===== src/rtl/llc_bus_ctrl.sv =====
// llc_bus_ctrl: queues cache requests, broadcasts them on the snoop bus and merges snooper results.
module llc_bus_ctrl #(
  parameter int          ADDR_W      = 32,
  parameter int          NUM_SNP     = 4,
  parameter int          FIFO_DEPTH  = 4,
  parameter int          CNT_W       = 32,
  parameter int          SNP_TIMEOUT = 8,
  parameter logic [3:0]  CACHE_ID    = 4'd0
) (
  input  logic                   clk,
  input  logic                   rst,
  input  logic                   req_valid,
  output logic                   req_ready,
  input  logic [2:0]             req_op,
  input  logic [ADDR_W-1:0]      req_addr,
  output logic                   bus_valid,
  output logic [2:0]             bus_op,
  output logic [ADDR_W-1:0]      bus_addr,
  output logic [3:0]             bus_id,
  input  logic [NUM_SNP-1:0]     snp_valid,
  input  logic [2*NUM_SNP-1:0]   snp_result,
  output logic                   rsp_valid,
  output logic [1:0]             rsp_result,
  output logic                   rsp_timeout,
  output logic [CNT_W-1:0]       read_cnt,
  output logic [CNT_W-1:0]       write_cnt,
  output logic [CNT_W-1:0]       hitm_cnt,
  output logic                   busy
);
  localparam int AW = $clog2(FIFO_DEPTH);
  localparam int TW = $clog2(SNP_TIMEOUT + 1);
  localparam logic [2:0] OP_READ = 3'd1, OP_WRITE = 3'd2, OP_INV = 3'd3, OP_RWIM = 3'd4;
  typedef enum logic [1:0] {IDLE, ISSUE, WAIT, RESPOND} state_t;
  state_t state_q, state_d;
  logic [2:0]          op_mem_q   [FIFO_DEPTH];
  logic [ADDR_W-1:0]   addr_mem_q [FIFO_DEPTH];
  logic [AW-1:0]       wp_q, wp_d, rp_q, rp_d;
  logic [AW:0]         cnt_q, cnt_d;
  logic                pend_q, pend_d;
  logic [NUM_SNP-1:0]  lv_q, lv_d;
  logic [2*NUM_SNP-1:0] lr_q, lr_d;
  logic [TW-1:0]       wcnt_q, wcnt_d;
  logic                to_q, to_d;
  logic [CNT_W-1:0]    rd_q, rd_d, wr_q, wr_d, hm_q, hm_d;
  logic                legal, push, pop, all_done, any_hit, any_hitm;
  logic [2:0]          head_op;
  logic [1:0]          comb_res;
  assign req_ready = cnt_q != (AW+1)'(FIFO_DEPTH);
  assign legal     = req_op inside {OP_READ, OP_WRITE, OP_INV, OP_RWIM};
  assign push      = req_valid && req_ready && legal;
  assign pop       = state_q == RESPOND;
  assign head_op   = op_mem_q[rp_q];
  assign all_done  = &lv_d;
  assign comb_res  = any_hitm ? 2'd2 : any_hit ? 2'd1 : 2'd0;
  assign bus_valid   = state_q == ISSUE;
  assign bus_op      = bus_valid ? head_op : '0;
  assign bus_addr    = bus_valid ? addr_mem_q[rp_q] : '0;
  assign bus_id      = bus_valid ? CACHE_ID : '0;
  assign rsp_valid   = pop;
  assign rsp_result  = pop ? comb_res : '0;
  assign rsp_timeout = pop && to_q;
  assign read_cnt    = rd_q;
  assign write_cnt   = wr_q;
  assign hitm_cnt    = hm_q;
  assign busy        = state_q != IDLE || cnt_q != '0;
  // First strobe per snooper wins; latches only open while waiting.
  always_comb begin
    lv_d     = lv_q;
    lr_d     = lr_q;
    any_hit  = 1'b0;
    any_hitm = 1'b0;
    for (int i = 0; i < NUM_SNP; i++) begin
      if (state_q == WAIT && snp_valid[i] && !lv_q[i]) begin
        lv_d[i]       = 1'b1;
        lr_d[2*i +: 2] = snp_result[2*i +: 2];
      end
      any_hit  = any_hit  || lr_q[2*i +: 2] == 2'd1;
      any_hitm = any_hitm || lr_q[2*i +: 2] == 2'd2;
    end
    if (pop) begin
      lv_d = '0;
      lr_d = '0;
    end
  end
  always_comb begin
    state_d = state_q;
    wcnt_d  = '0;
    to_d    = to_q;
    case (state_q)
      IDLE:    state_d = (pend_q && cnt_q != '0) ? ISSUE : IDLE;
      ISSUE: begin
        state_d = head_op == OP_WRITE ? RESPOND : WAIT;
        to_d    = 1'b0;
      end
      WAIT: begin
        wcnt_d = wcnt_q + TW'(1);
        if (all_done) state_d = RESPOND;
        else if (wcnt_q == TW'(SNP_TIMEOUT - 1)) begin
          state_d = RESPOND;
          to_d    = 1'b1;
        end
      end
      default: begin
        state_d = IDLE;
        to_d    = 1'b0;
      end
    endcase
  end
  // A freshly queued request sits one cycle before issue (pend_q lags the occupancy).
  always_comb begin
    wp_d   = push ? wp_q + AW'(1) : wp_q;
    rp_d   = pop ? rp_q + AW'(1) : rp_q;
    cnt_d  = cnt_q + (AW+1)'(push) - (AW+1)'(pop);
    pend_d = cnt_q != '0;
    rd_d   = (pop && (head_op == OP_READ || head_op == OP_RWIM) && rd_q != '1) ? rd_q + CNT_W'(1) : rd_q;
    wr_d   = (pop && head_op == OP_WRITE && wr_q != '1) ? wr_q + CNT_W'(1) : wr_q;
    hm_d   = (pop && comb_res == 2'd2 && hm_q != '1) ? hm_q + CNT_W'(1) : hm_q;
  end
  always_ff @(posedge clk or posedge rst) begin
    if (rst) begin
      state_q <= IDLE;
      wp_q    <= '0;
      rp_q    <= '0;
      cnt_q   <= '0;
      pend_q  <= 1'b0;
      lv_q    <= '0;
      lr_q    <= '0;
      wcnt_q  <= '0;
      to_q    <= 1'b0;
      rd_q    <= '0;
      wr_q    <= '0;
      hm_q    <= '0;
    end else begin
      state_q <= state_d;
      wp_q    <= wp_d;
      rp_q    <= rp_d;
      cnt_q   <= cnt_d;
      pend_q  <= pend_d;
      lv_q    <= lv_d;
      lr_q    <= lr_d;
      wcnt_q  <= wcnt_d;
      to_q    <= to_d;
      rd_q    <= rd_d;
      wr_q    <= wr_d;
      hm_q    <= hm_d;
    end
  end
  always_ff @(posedge clk or posedge rst) begin
    if (rst) begin
      for (int i = 0; i < FIFO_DEPTH; i++) begin
        op_mem_q[i]   <= '0;
        addr_mem_q[i] <= '0;
      end
    end else if (push) begin
      op_mem_q[wp_q]   <= req_op;
      addr_mem_q[wp_q] <= req_addr;
    end
  end
endmodule


===== config.mk =====
export PLATFORM = sky130hd
export DESIGN_NAME = llc_bus_ctrl
export DESIGN_NICKNAME = d
export VERILOG_FILES = /design/src/rtl/llc_bus_ctrl.sv
export SDC_FILE = /design/constraint.sdc
export NUM_CORES = 1
export LEC_CHECK = 0
export BUFFER_PORTS_ARGS = -buffer_cell sky130_fd_sc_hd__buf_2
export CELL_PAD_IN_SITES_DETAIL_PLACEMENT = 1
export CELL_PAD_IN_SITES_GLOBAL_PLACEMENT = 1
export CORE_ASPECT_RATIO = 0.9
export CORE_UTILIZATION = 30
export DETAILED_ROUTE_END_ITERATION = 7
export PLACE_DENSITY_LB_ADDON = 0.1
export SYNTH_ARGS = -nofsm -noshare
export SYNTH_HDL_FRONTEND = slang
export SYNTH_SLANG_ARGS = --single-unit

===== constraint.sdc =====
create_clock -name clk -period 12.4 [get_ports clk]
set_input_delay 1.86 -clock clk [delete_from_list [all_inputs] [get_ports clk]]
set_output_delay 1.86 -clock clk [all_outputs]
set_load 0.01 [all_outputs]

==> metrics, run 1 <==
GP Congestion 0.7178; data required time of the critical path 10.54 ns; share of synthesized area occupied by flip-flops and latches 53.28%; number of I/O pins 192; GRT Total Usage 16.07%; DR pass1 iterations 4; switching share of power 30.55%; leakage component of the power 0.006952 uW; layout overhead on the synthesized area 21.18%; CP endpoint kind output port; relative slew slack 18.82%; net count of the finished layout 1221; via/cell ratio 4.836; count of maximum capacitance violations 0; die boundary height 194.5 um; buffer levels on the longest clock path 3; class of the worst hold path flip-flop to flip-flop; RSZ-0062 raised after global routing no; top cells by instance count after synthesis sky130_fd_sc_hd__dfrtp_1, sky130_fd_sc_hd__mux2_2, sky130_fd_sc_hd__xnor2_1; Area after DPL 13870 um^2; number of storage elements in the synthesis netlist 263; Yosys warning total 0; share of final-layout standard cells stronger than drive strength 1 36.84%; initial antenna violation count 6; classification of the worst setup path flip-flop to output port; setup TNS 0 ns; number of violations reported at the end of detailed-routing iteration 0 342; async set or reset register ratio after synthesis 100.0%; total area of multi-input combinational cells 5544 um^2; CTS H-tree depth 2; DRC errors left 0; fraction of post-synthesis cell area in the top cell type by area 53.28%; dominant cells by area after synthesis sky130_fd_sc_hd__dfrtp_1, sky130_fd_sc_hd__mux2_2, sky130_fd_sc_hd__mux4_2; Fillers 4404; number of pins with negative max-slew slack in the final report 0; overall via count from detail_route 8328; Detail Placement HPWL 21390 um; worst slack at placement 7.573 ns; antenna viol nets, final 0; largest net degree at the start of global routing 124; Fin. Hold Viols 0; worst setup skew after layout 0.02063 ns; cell type with the highest aggregate area in the netlist sky130_fd_sc_hd__dfrtp_1; first-pass GRT wire length 53450 um; Finish-stage setup viols 0; number of synthesized flops with an enable pin 0; floorplan die width 215.9 um; run status finished, final reports clean; total CTS buffers 34; clock power share 29.7%; sum of overflow across all layers after global routing 0; smallest setup slack after layout 7.964 ns; area of all placed cells without fillers 14970 um^2; cell chosen for the clock root sky130_fd_sc_hd__clkbuf_16; FF/Latch Area 6584 um^2; combinational power share 29.6%; fmax 0.2254 GHz; power density over cell area 217.3 nW/um^2; worst hold margin 0.4683 ns; count of clock tree sinks 263; setup fix buffers added after clock tree synthesis 0; leading register cell type out of synthesis sky130_fd_sc_hd__dfrtp_1; count leader, synth sky130_fd_sc_hd__dfrtp_1; Reg power frac 40.7%; count of cell types in the netlist 51; transition time of the tightest slew-check pin 1.212 ns; net switching power of the design 993.5 uW; worst vdd ir 0.09782 mV; Core ar. 40640 um^2; clock-pin slew on the worst setup and hold paths 0.06 ns; final period demand of the worst path 4.436 ns; largest fanout on the critical path 37; Final Cycle Share 35.78%; CP startpoint kind flip-flop; total standard cell area after synthesis 12350 um^2; number of I/O port buffers 187; data arrival time of the critical path 2.58 ns; num rows 70; count of mapped cells out of synthesis 963; effective utilization at floorplan 30.39%; CTS-repair resized insts 0; internal power consumption 2259 uW; die area 41990 um^2; hold_buf cts 0; Clock Latency Late Sink 0.52 ns; TritonCTS clock tree yes; vias in the first global route 9026; post-DR wirelength/cell 19.11 um; Mean Syn Cell Area 12.83 um^2; final wirelength 32920 um
[critical path: stages, from the launching register on]
cell and delay, ns:
sky130_fd_sc_hd__dfrtp_2 0.33, sky130_fd_sc_hd__buf_4 0.61, sky130_fd_sc_hd__mux4_2 0.71, sky130_fd_sc_hd__and2_1 0.22, sky130_fd_sc_hd__buf_2 0.15
[cell families after synthesis]
| logic type | after synthesis | synth area share [%] |
|---|---|---|
| and+or+nand+nor | 311 | 14.45 |
| buffers and inverters | 60 | 2.006 |
| DFF | 263 | 53.28 |
| muxes | 186 | 20.07 |
| other | 1 | 0.03036 |
| AOI/OAI and AO/OA | 29 | 1.611 |
| adders and majority gates | 16 | 1.682 |
| xor gates and xnor gates | 97 | 6.878 |
[cell type report]
type	instances	share of cell area, %
Clock inverter	9	0.5935
Tap cell	540	4.514
Clock buffer	50	6.696
Inverter	20	0.5517
Antenna cell	4	0.06687
Timing Repair Buffer	193	6.554
Sequential cell	263	43.99
Multi-Input combinational cell	643	37.04
[routing by layer]
layer	wire, um	up-vias	share of wire (%)	GRT usage, %
met5	29	-	0.088	0
met4	520	4	1.6	4.071
met3	1385	44	4.2	3.505
met2	15770	120	48	26.34
met1	15210	4287	46	21.46
li1	-	3873	-	-
[layout by cell type (no fill, tap or decap), types with 3 or more instances in the layout]
| cell | n |
|---|---|
| sky130_fd_sc_hd__a21oi_1 | 9 |
| sky130_fd_sc_hd__a31oi_1 | 3 |
| sky130_fd_sc_hd__and2_1 | 44 |
| sky130_fd_sc_hd__and3_1 | 15 |
| sky130_fd_sc_hd__and4_1 | 18 |
| sky130_fd_sc_hd__buf_2 | 187 |
| sky130_fd_sc_hd__buf_4 | 6 |
| sky130_fd_sc_hd__clkbuf_1 | 8 |
| sky130_fd_sc_hd__clkbuf_16 | 35 |
| sky130_fd_sc_hd__clkbuf_8 | 7 |
| sky130_fd_sc_hd__clkinv_2 | 6 |
| sky130_fd_sc_hd__conb_1 | 4 |
| sky130_fd_sc_hd__dfrtp_1 | 261 |
| sky130_fd_sc_hd__diode_2 | 4 |
| sky130_fd_sc_hd__ha_1 | 15 |
| sky130_fd_sc_hd__inv_1 | 19 |
| sky130_fd_sc_hd__mux2_2 | 142 |
| sky130_fd_sc_hd__mux2i_1 | 8 |
| sky130_fd_sc_hd__mux4_2 | 35 |
| sky130_fd_sc_hd__nand2_1 | 43 |
| sky130_fd_sc_hd__nand2_2 | 4 |
| sky130_fd_sc_hd__nand3_1 | 39 |
| sky130_fd_sc_hd__nand3b_1 | 8 |
| sky130_fd_sc_hd__nand4_1 | 43 |
| sky130_fd_sc_hd__nor2_1 | 36 |
| sky130_fd_sc_hd__nor2b_1 | 7 |
| sky130_fd_sc_hd__nor3_1 | 20 |
| sky130_fd_sc_hd__nor4_1 | 8 |
| sky130_fd_sc_hd__nor4_2 | 3 |
| sky130_fd_sc_hd__or3_1 | 7 |
| sky130_fd_sc_hd__or4_1 | 7 |
| sky130_fd_sc_hd__xnor2_1 | 66 |
| sky130_fd_sc_hd__xor2_1 | 31 |
[power groups by stage]
stage               registers (uW)  clock network (uW)  logic [uW]
detailed placement            1340                   0         992
finish                        1320                 967         962
CTS                           1330                1000         995
global route                  1370                1030        1070
global placement              1330                   0         976
floorplan                     1260                   0         751
[final timing paths]
| kind | start | endpoint | slack (ns) | cells past startpoint |
|---|---|---|---|---|
| max | rp_q[0] | bus_op[1] | 7.96 | 4 |
| min | wcnt_q[0] | wcnt_q[0] | 0.47 | 1 |
| max reg2reg | rp_q[0] | read_cnt[16] | 9.10 | 6 |
| min reg2reg | wcnt_q[0] | wcnt_q[0] | 0.47 | 1 |
| max in group asynchronous | rst | rp_q[0] | 8.35 | 4 |
| min in group asynchronous | rst | addr_mem_q[119] | 1.56 | 2 |
[sequential cells by signal (all words and copies together), names as in the netlist]
signal	flops
rp_q	2
wp_q	2
to_q	1
write_cnt	32
wcnt_q	4
read_cnt	32
addr_mem_q	128
pend_q	1
lv_q	4
cnt_q	3
lr_q	8
hitm_cnt	32
state_q	2
op_mem_q	12
[metrics by stage]
stage / total power (uW) / utilization (%) / std cells
3_5_place_dp: 2332 / 34.12 / 1659
2_1_floorplan: 2014 / - / 966
4_1_cts: 3325 / 36.81 / 1718
3_3_place_gp: 2305 / 34.12 / 1659
5_1_grt: 3468 / 36.82 / 1720
6_report: 3252 / 36.83 / 1722
Power figures use the tool's default switching activity.
==> run 2: changes to the inputs <==
==> constraint.sdc (replaced) <==
create_clock -name clk -period 3.6 [get_ports clk]
set_input_delay 0.54 -clock clk [delete_from_list [all_inputs] [get_ports clk]]
set_output_delay 0.54 -clock clk [all_outputs]
set_load 0.01 [all_outputs]
==> run 2 against run 1 <==
Net effect:
- non-clock buffer count increased by 10
- wire length fell by 0.91%
- highest routed layer unchanged
- worst setup slack got worse by 7.5 ns
==> metrics, run 2 (synthesis results as in run 1) <==
leakage component of the power 0.007011 uW (was 0.006952 uW); buffer levels on the longest clock path 3 (unchanged); Reg-to-Reg Start rp_q[0] (unchanged); classification of the worst setup path flip-flop to output port (unchanged); number of violations reported at the end of detailed-routing iteration 0 306 (was 342); final wirelength 32620 um (was 32920 um); power density over cell area 744.5 nW/um^2 (was 217.3 nW/um^2); largest net degree at the start of global routing 58 (was 124); Detail Placement HPWL 21590 um (was 21390 um); RSZ-0062 raised after global routing no (unchanged); relative slew slack 48.51% (was 18.82%); cell breakdown of the critical path buf_4 -> mux4_2 -> and2_1 -> buf_2 (unchanged); Inserted Diodes 0 (was 4); count of clock tree sinks 263 (unchanged); GP Congestion 0.7391 (was 0.7178); class of the worst hold path input pin to asynchronous set/reset pin (was flip-flop to flip-flop); initial antenna violation count 1 (was 6); number of buffer and inverter stages on the critical path 2 (unchanged); GRT Total Usage 16.00% (was 16.07%); count of maximum capacitance violations 0 (unchanged); register with the highest flop count addr_mem_q (unchanged); floorplan die width 215.9 um (unchanged); overall via count from detail_route 8426 (was 8328); DRC errors left 0 (unchanged); depth of the most critical reg-to-reg path 5 (was 6); flip-flop count of the largest register after layout 128 (unchanged); final period demand of the worst path 3.128 ns; sum of overflow across all layers after global routing 0 (unchanged); number of pins with negative max-slew slack in the final report 0 (unchanged); slowest cell on the critical path sky130_fd_sc_hd__mux4_2 (unchanged); data arrival time of the critical path 2.59 ns (was 2.58 ns); number of I/O pins 192 (unchanged); via/cell ratio 4.873 (was 4.836); Largest delay share family, worst path buffers and inverters (unchanged); CP endpoint kind output port (unchanged); die boundary height 194.5 um (unchanged); CTS-repair resized insts 0 (unchanged); worst hold margin 0.1139 ns (was 0.4683 ns); layout overhead on the synthesized area 22.23% (was 21.18%); Fillers 4371 (was 4404); DP Cell Count 1669 (was 1659); share of final-layout standard cells stronger than drive strength 1 37.17% (was 36.84%); largest fanout on the critical path 31 (was 37); num rows 70 (unchanged); hold_buf cts 0 (unchanged); Core Util, Final 37.15% (was 36.83%); setup fix buffers added after clock tree synthesis 0 (unchanged); cell chosen for the clock root sky130_fd_sc_hd__clkbuf_16 (unchanged); DR pass1 iterations 4 (unchanged); antenna viol nets, final 0 (unchanged); R2R Setup Slk 0.86 ns (was 9.10 ns); Core ar. 40640 um^2 (unchanged); leading cell types in the layout, fill and taps excluded sky130_fd_sc_hd__dfrtp_1, sky130_fd_sc_hd__buf_2, sky130_fd_sc_hd__mux2_2 (unchanged); Final Cycle Share 86.88%; terminus of the critical flop-to-flop path read_cnt[19] (was read_cnt[16]); run status finished, final reports clean (unchanged); Finish-stage setup viols 0 (unchanged); commonest non-fill, non-tap cell in the layout sky130_fd_sc_hd__dfrtp_1 (unchanged); CP startpoint kind flip-flop (unchanged); Slowest Stage Delay on Critical Path 0.61 ns (was 0.71 ns); fmax 0.3197 GHz; clock-pin slew on the worst setup and hold paths 0.06 ns (about the same); worst setup skew after layout 0.02382 ns (was 0.02063 ns); CTS H-tree depth 2 (unchanged); vias in the first global route 8972 (was 9026); post-DR wirelength/cell 18.86 um (was 19.11 um); final cell count without fillers 1729 (was 1722); worst vdd ir 0.3674 mV (was 0.09782 mV); first-pass GRT wire length 53430 um (was 53450 um); total CTS buffers 34 (unchanged); Clock Latency Late Sink 0.53 ns (was 0.52 ns); number of I/O port buffers 187 (unchanged); TritonCTS clock tree yes (unchanged); data required time of the critical path 3.06 ns (was 10.54 ns); die area 41990 um^2 (unchanged); effective utilization at floorplan 30.39% (unchanged); Fin. Hold Viols 0 (unchanged); transition time of the tightest slew-check pin 0.7677 ns (was 1.212 ns); net count of the finished layout 1231 (was 1221)
-- run 2: cell types whose count changed in the layout (fill, tap and decap cells not counted), moves of 2 or more --
cell                       change
sky130_fd_sc_hd__inv_6         +2
sky130_fd_sc_hd__buf_4         +6
sky130_fd_sc_hd__clkbuf_1      +3
sky130_fd_sc_hd__diode_2       -4
sky130_fd_sc_hd__clkinv_2      -5
sky130_fd_sc_hd__buf_12        +4
-- run 2: report_power, final --
part	switching (uW)	leakage (uW)	total [uW]	internal, uW
Combinational	1490	0.00312	3350	1860
Sequential	578	0.00335	4510	3930
Clock	1320	0.000542	3380	2060
Total	3380	0.00701	11200	7860
-- run 2: area by class of cell --
type | instances | area [um^2] | area share (%)
Timing Repair Buffer | 203 | 1106 | 7.326
Sequential cell | 263 | 6584 | 43.61
Inverter | 20 | 78.83 | 0.5221
Tap cell | 540 | 675.6 | 4.475
Clock buffer | 53 | 1002 | 6.638
Clock inverter | 7 | 107.6 | 0.7127
Multi-Input combinational cell | 643 | 5544 | 36.72
-- run 2: worst max-delay path by stage --
stage | from | to | slack (ns) | cells after the start
6_report | rp_q[0] | bus_addr[7] | 0.47 | 4
3_5_place_dp | rp_q[0] | read_cnt[14] | 0.84 | 5
5_1_grt | rp_q[0] | bus_addr[19] | 0.27 | 4
2_1_floorplan | rst | addr_mem_q[0] | -0.41 | 1
3_3_place_gp | rp_q[0] | read_cnt[17] | 0.85 | 5
4_1_cts | rp_q[0] | bus_addr[7] | 0.34 | 4
-- run 2: per-stage QoR --
step / worst slack (ns) / total power (uW) / area [um^2] / setup TNS [ns]
floorplan: -0.4095 / 6939 / 12370 / -107.71
global placement: 0.8539 / 7914 / 13990 / 0
detailed placement: 0.8389 / 8003 / 13990 / 0
CTS: 0.3352 / 11500 / 15100 / 0
global route: 0.2707 / 12010 / 15100 / 0
finish: 0.4722 / 11240 / 15100 / 0
-- run 2: worst register-to-register path, delay by kind of cell, from the launching register on --
kind | cells | cell delay (ns)
mux | 1 | 0.59
xor+xnor | 2 | 0.36
simple gates | 2 | 1.16
flops | 1 | 0.50
-- run 2: routing by layer --
layer | wire [um] | share of wire (%) | track usage (%) | vias up
li1 | - | - | - | 3883
met1 | 15370 | 47 | 22.13 | 4371
met2 | 15320 | 47 | 25.40 | 125
met3 | 1315 | 4.0 | 3.349 | 45
met4 | 599 | 1.8 | 4.098 | 2
met5 | 11 | 0.034 | 0 | -
==> run 3: changes to the inputs <==
--- a/config.mk
+++ b/config.mk
@@ -5,6 +5,7 @@
 export SDC_FILE = /design/constraint.sdc
 export NUM_CORES = 1
 export LEC_CHECK = 0
+export ABC_AREA = 1
 export BUFFER_PORTS_ARGS = -buffer_cell sky130_fd_sc_hd__buf_2
 export CELL_PAD_IN_SITES_DETAIL_PLACEMENT = 1
 export CELL_PAD_IN_SITES_GLOBAL_PLACEMENT = 1
==> run 3 against run 2 <==
Net effect:
- register-to-register slack barely moved
- core utilization decreased by 1.2 points
- largest power group unchanged
- global-route usage rose by 3.0 points
- combinational power increased by 11%
- final area is 11% higher
- clock skew is 0.010 ns lower
- hold slack better by 0.060 ns
- critical path type unchanged
- final cell count up 60%
- critical path depth is 2 higher
- count of clock-buffer cells in the layout down 5
- sequential power down 2%
==> metrics, run 3 <==
vias in the first global route 13470 (was 8972); cell chosen for the clock root sky130_fd_sc_hd__clkbuf_16 (unchanged); dominant cells by area after synthesis sky130_fd_sc_hd__dfrtp_1, sky130_fd_sc_hd__nand2_1, sky130_fd_sc_hd__o21ai_0 (was sky130_fd_sc_hd__dfrtp_1, sky130_fd_sc_hd__mux2_2, sky130_fd_sc_hd__mux4_2); run status finished, final reports clean (unchanged); overall via count from detail_route 12980 (was 8426); cell type with the highest aggregate area in the netlist sky130_fd_sc_hd__dfrtp_1 (unchanged); class of the worst hold path input pin to asynchronous set/reset pin (unchanged); floorplan die width 231.3 um (was 215.9 um); share of synthesized area occupied by flip-flops and latches 46.37% (was 53.28%); final cell count without fillers 2765 (was 1729); effective utilization at floorplan 30.43% (was 30.39%); Largest delay share family, worst path buffers and inverters (unchanged); number of buffer and inverter stages on the critical path 2 (unchanged); sum of overflow across all layers after global routing 0 (unchanged); setup TNS 0 ns (unchanged); transition time of the tightest slew-check pin 0.9207 ns (was 0.7677 ns); top cells by instance count after synthesis sky130_fd_sc_hd__nand2_1, sky130_fd_sc_hd__nor2_1, sky130_fd_sc_hd__dfrtp_1 (was sky130_fd_sc_hd__dfrtp_1, sky130_fd_sc_hd__mux2_2, sky130_fd_sc_hd__xnor2_1); Clock Latency Late Sink 0.55 ns (was 0.53 ns); number of I/O port buffers 187 (unchanged); power density over cell area 690.0 nW/um^2 (was 744.5 nW/um^2); net count of the finished layout 2197 (was 1231); commonest non-fill, non-tap cell in the layout sky130_fd_sc_hd__nand2_1 (was sky130_fd_sc_hd__dfrtp_1); number of synthesized flops with an enable pin 0 (unchanged); GP Congestion 0.7787 (was 0.7391); TritonCTS clock tree yes (unchanged); count leader, synth sky130_fd_sc_hd__nand2_1 (was sky130_fd_sc_hd__dfrtp_1); Mean Syn Cell Area 7.231 um^2 (was 12.83 um^2); fraction of post-synthesis cell area in the top cell type by area 46.37% (was 53.28%); highest-utilization routing layer at the global route stage met2 (unchanged); RSZ-0062 raised after global routing no (unchanged); layout overhead on the synthesized area 18.12% (was 22.23%); clock-pin slew on the worst setup and hold paths 0.06 ns (about the same); slowest cell on the critical path sky130_fd_sc_hd__buf_4 (was sky130_fd_sc_hd__mux4_2); Fin. Hold Viols 0 (unchanged); share of final-layout standard cells stronger than drive strength 1 13.59% (was 37.17%); post-DR wirelength/cell 16.33 um (was 18.86 um); Final Cycle Share 84.35% (was 86.88%); cell breakdown of the critical path buf_4 -> nor2_1 -> nor2_1 -> o21ai_0 -> a21oi_1 -> buf_2 (was buf_4 -> mux4_2 -> and2_1 -> buf_2); count of maximum capacitance violations 0 (unchanged); antenna viol nets, final 0 (unchanged); die area 48190 um^2 (was 41990 um^2); Core Util, Final 35.95% (was 37.15%); CP startpoint kind flip-flop (unchanged); Slowest Stage Delay on Critical Path 0.67 ns (was 0.61 ns); net switching power of the design 4426 uW (was 3384 uW); global routing met3 resource utilization 3.015% (was 3.349%); met2 usage in global routing 31.09% (was 25.40%); final wirelength 45150 um (was 32620 um); largest net degree at the start of global routing 74 (was 58); count of clock tree sinks 263 (unchanged); CP endpoint kind output port (unchanged); flip-flop count of the largest register after layout 128 (unchanged); count of mapped cells out of synthesis 1963 (was 963); largest fanout on the critical path 73 (was 31); internal power consumption 7141 uW (was 7856 uW); fmax 0.3293 GHz (was 0.3197 GHz); classification of the worst setup path flip-flop to output port (unchanged); via/cell ratio 4.694 (was 4.873); leakage component of the power 0.008372 uW (was 0.007011 uW); data arrival time of the critical path 2.50 ns (was 2.59 ns); DR pass1 iterations 5 (was 4); number of violations reported at the end of detailed-routing iteration 0 483 (was 306); data required time of the critical path 3.06 ns (about the same); hold_buf cts 0 (unchanged); total power 11570 uW (was 11240 uW); met1 Usage GRT 26.10% (was 22.13%); worst vdd ir 0.4248 mV (was 0.3674 mV); DP Cell Count 2710 (was 1669); num rows 75 (was 70); setup fix buffers added after clock tree synthesis 0 (unchanged); Detail Placement HPWL 30920 um (was 21590 um); Reg power frac 38.3% (was 40.1%); leading register cell type out of synthesis sky130_fd_sc_hd__dfrtp_1 (unchanged); worst setup skew after layout 0.01337 ns (was 0.02382 ns); CTS H-tree depth 2 (unchanged); critical path's most frequent cell sky130_fd_sc_hd__nor2_1; CTS-repair resized insts 0 (unchanged); buffer levels on the longest clock path 3 (unchanged); leading cell types in the layout, fill and taps excluded sky130_fd_sc_hd__nand2_1, sky130_fd_sc_hd__nor2_1, sky130_fd_sc_hd__dfrtp_1 (was sky130_fd_sc_hd__dfrtp_1, sky130_fd_sc_hd__buf_2, sky130_fd_sc_hd__mux2_2); initial antenna violation count 0 (was 1); GRT Total Usage 18.99% (was 16.00%); DRC errors left 0 (unchanged); die boundary height 208.4 um (was 194.5 um); number of storage elements in the synthesis netlist 263 (unchanged); total standard cell area after synthesis 14190 um^2 (was 12350 um^2); clock power share 29.5% (was 30.1%); number of pins with negative max-slew slack in the final report 0 (unchanged); async set or reset register ratio after synthesis 100.0% (unchanged); switching share of power 38.26% (was 30.11%); count of cell types in the netlist 33 (was 51); total CTS buffers 35 (was 34); final period demand of the worst path 3.037 ns (was 3.128 ns); Yosys warning total 0 (unchanged); number of I/O pins 192 (unchanged); Inserted Diodes 0 (unchanged); Finish-stage setup viols 0 (unchanged); relative slew slack 38.49% (was 48.51%); register with the highest flop count addr_mem_q (unchanged); Core ar. 46640 um^2 (was 40640 um^2); combinational power share 32.1% (was 29.8%); first-pass GRT wire length 73470 um (was 53430 um)
-- run 3: cell count changes in the layout (fill, tap and decap cells not counted), moves of 30 or more --
cell and change:
sky130_fd_sc_hd__a21oi_1 +30, sky130_fd_sc_hd__and2_1 -43, sky130_fd_sc_hd__inv_1 +85, sky130_fd_sc_hd__mux2_2 -142
sky130_fd_sc_hd__mux4_2 -35, sky130_fd_sc_hd__nand2_1 +713, sky130_fd_sc_hd__nand3b_1 +37, sky130_fd_sc_hd__nand4_1 -40
sky130_fd_sc_hd__nor2_1 +252, sky130_fd_sc_hd__o21ai_0 +231, sky130_fd_sc_hd__xnor2_1 -42
-- run 3: cell families (layout without fill, tap and decap cells) --
group | after synthesis | in the layout | synth area share, %
AOI/OAI and AO/OA | 279 | 279 | 9.864
xor gates and xnor gates | 47 | 47 | 2.900
buffers and inverters | 191 | 374 | 6.065
DFF | 263 | 263 | 46.37
other | 1 | 4 | 0.02642
adders and majority gates | 16 | 16 | 1.463
and+or+nand+nor | 1166 | 1166 | 33.31
-- run 3: final cells by class --
type,count,area (um^2)
tap,616,770.7
sequential,263,6583
fill,5818,29870
clock buffer,48,994.7
inverter,113,430.4
clock inverter,7,97.59
multi-input combinational,1512,6773
timing repair buffer,206,1116
-- run 3: power groups by stage --
stage / combinational, uW / clock (uW) / sequential [uW]
final: 3720 / 3420 / 4430
after global routing: 4330 / 3670 / 4560
after CTS: 3830 / 3560 / 4440
after detailed placement: 3810 / 0 / 4480
after global placement: 3680 / 0 / 4440
after floorplan: 2700 / 0 / 4360
-- run 3: path summary, 6_finish.rpt --
path                                start        endpoint  slack (ns)  cells past startpoint
min reg2reg                addr_mem_q[21]  addr_mem_q[21]        0.48                      2
min in group clk            snp_result[2]         lr_q[2]        0.24                      3
max in group asynchronous             rst         rp_q[0]        2.44                      3
max reg2reg                       rp_q[0]    read_cnt[28]        0.87                      8
max                               rp_q[0]     bus_addr[3]        0.56                      6
min                                   rst    read_cnt[23]        0.17                      2
-- run 3: metrics by stage --
stage | hold WS [ns] | setup WS, ns | area [um^2]
2_1_floorplan | 0.4317 | -0.4095 | 14210
3_3_place_gp | 0.4546 | 1.000 | 15670
3_5_place_dp | 0.4675 | 0.8191 | 15670
4_1_cts | 0.1807 | 0.4683 | 16760
5_1_grt | 0.2325 | 0.3563 | 16760
6_report | 0.1738 | 0.5632 | 16760
-- run 3: worst reg2reg max path, delay by kind of cell, from the launching register on --
family | cells | cell delay, ns
simple gates | 7 | 1.59
buf+inv | 1 | 0.67
flops | 1 | 0.36
-- run 3: routing by layer --
layer  up-vias  share of wire (%)
met1      6306                 49
met2       145                 46
met3        44                3.3
met4         0                1.7
met5         -                  0
li1       6484                  -
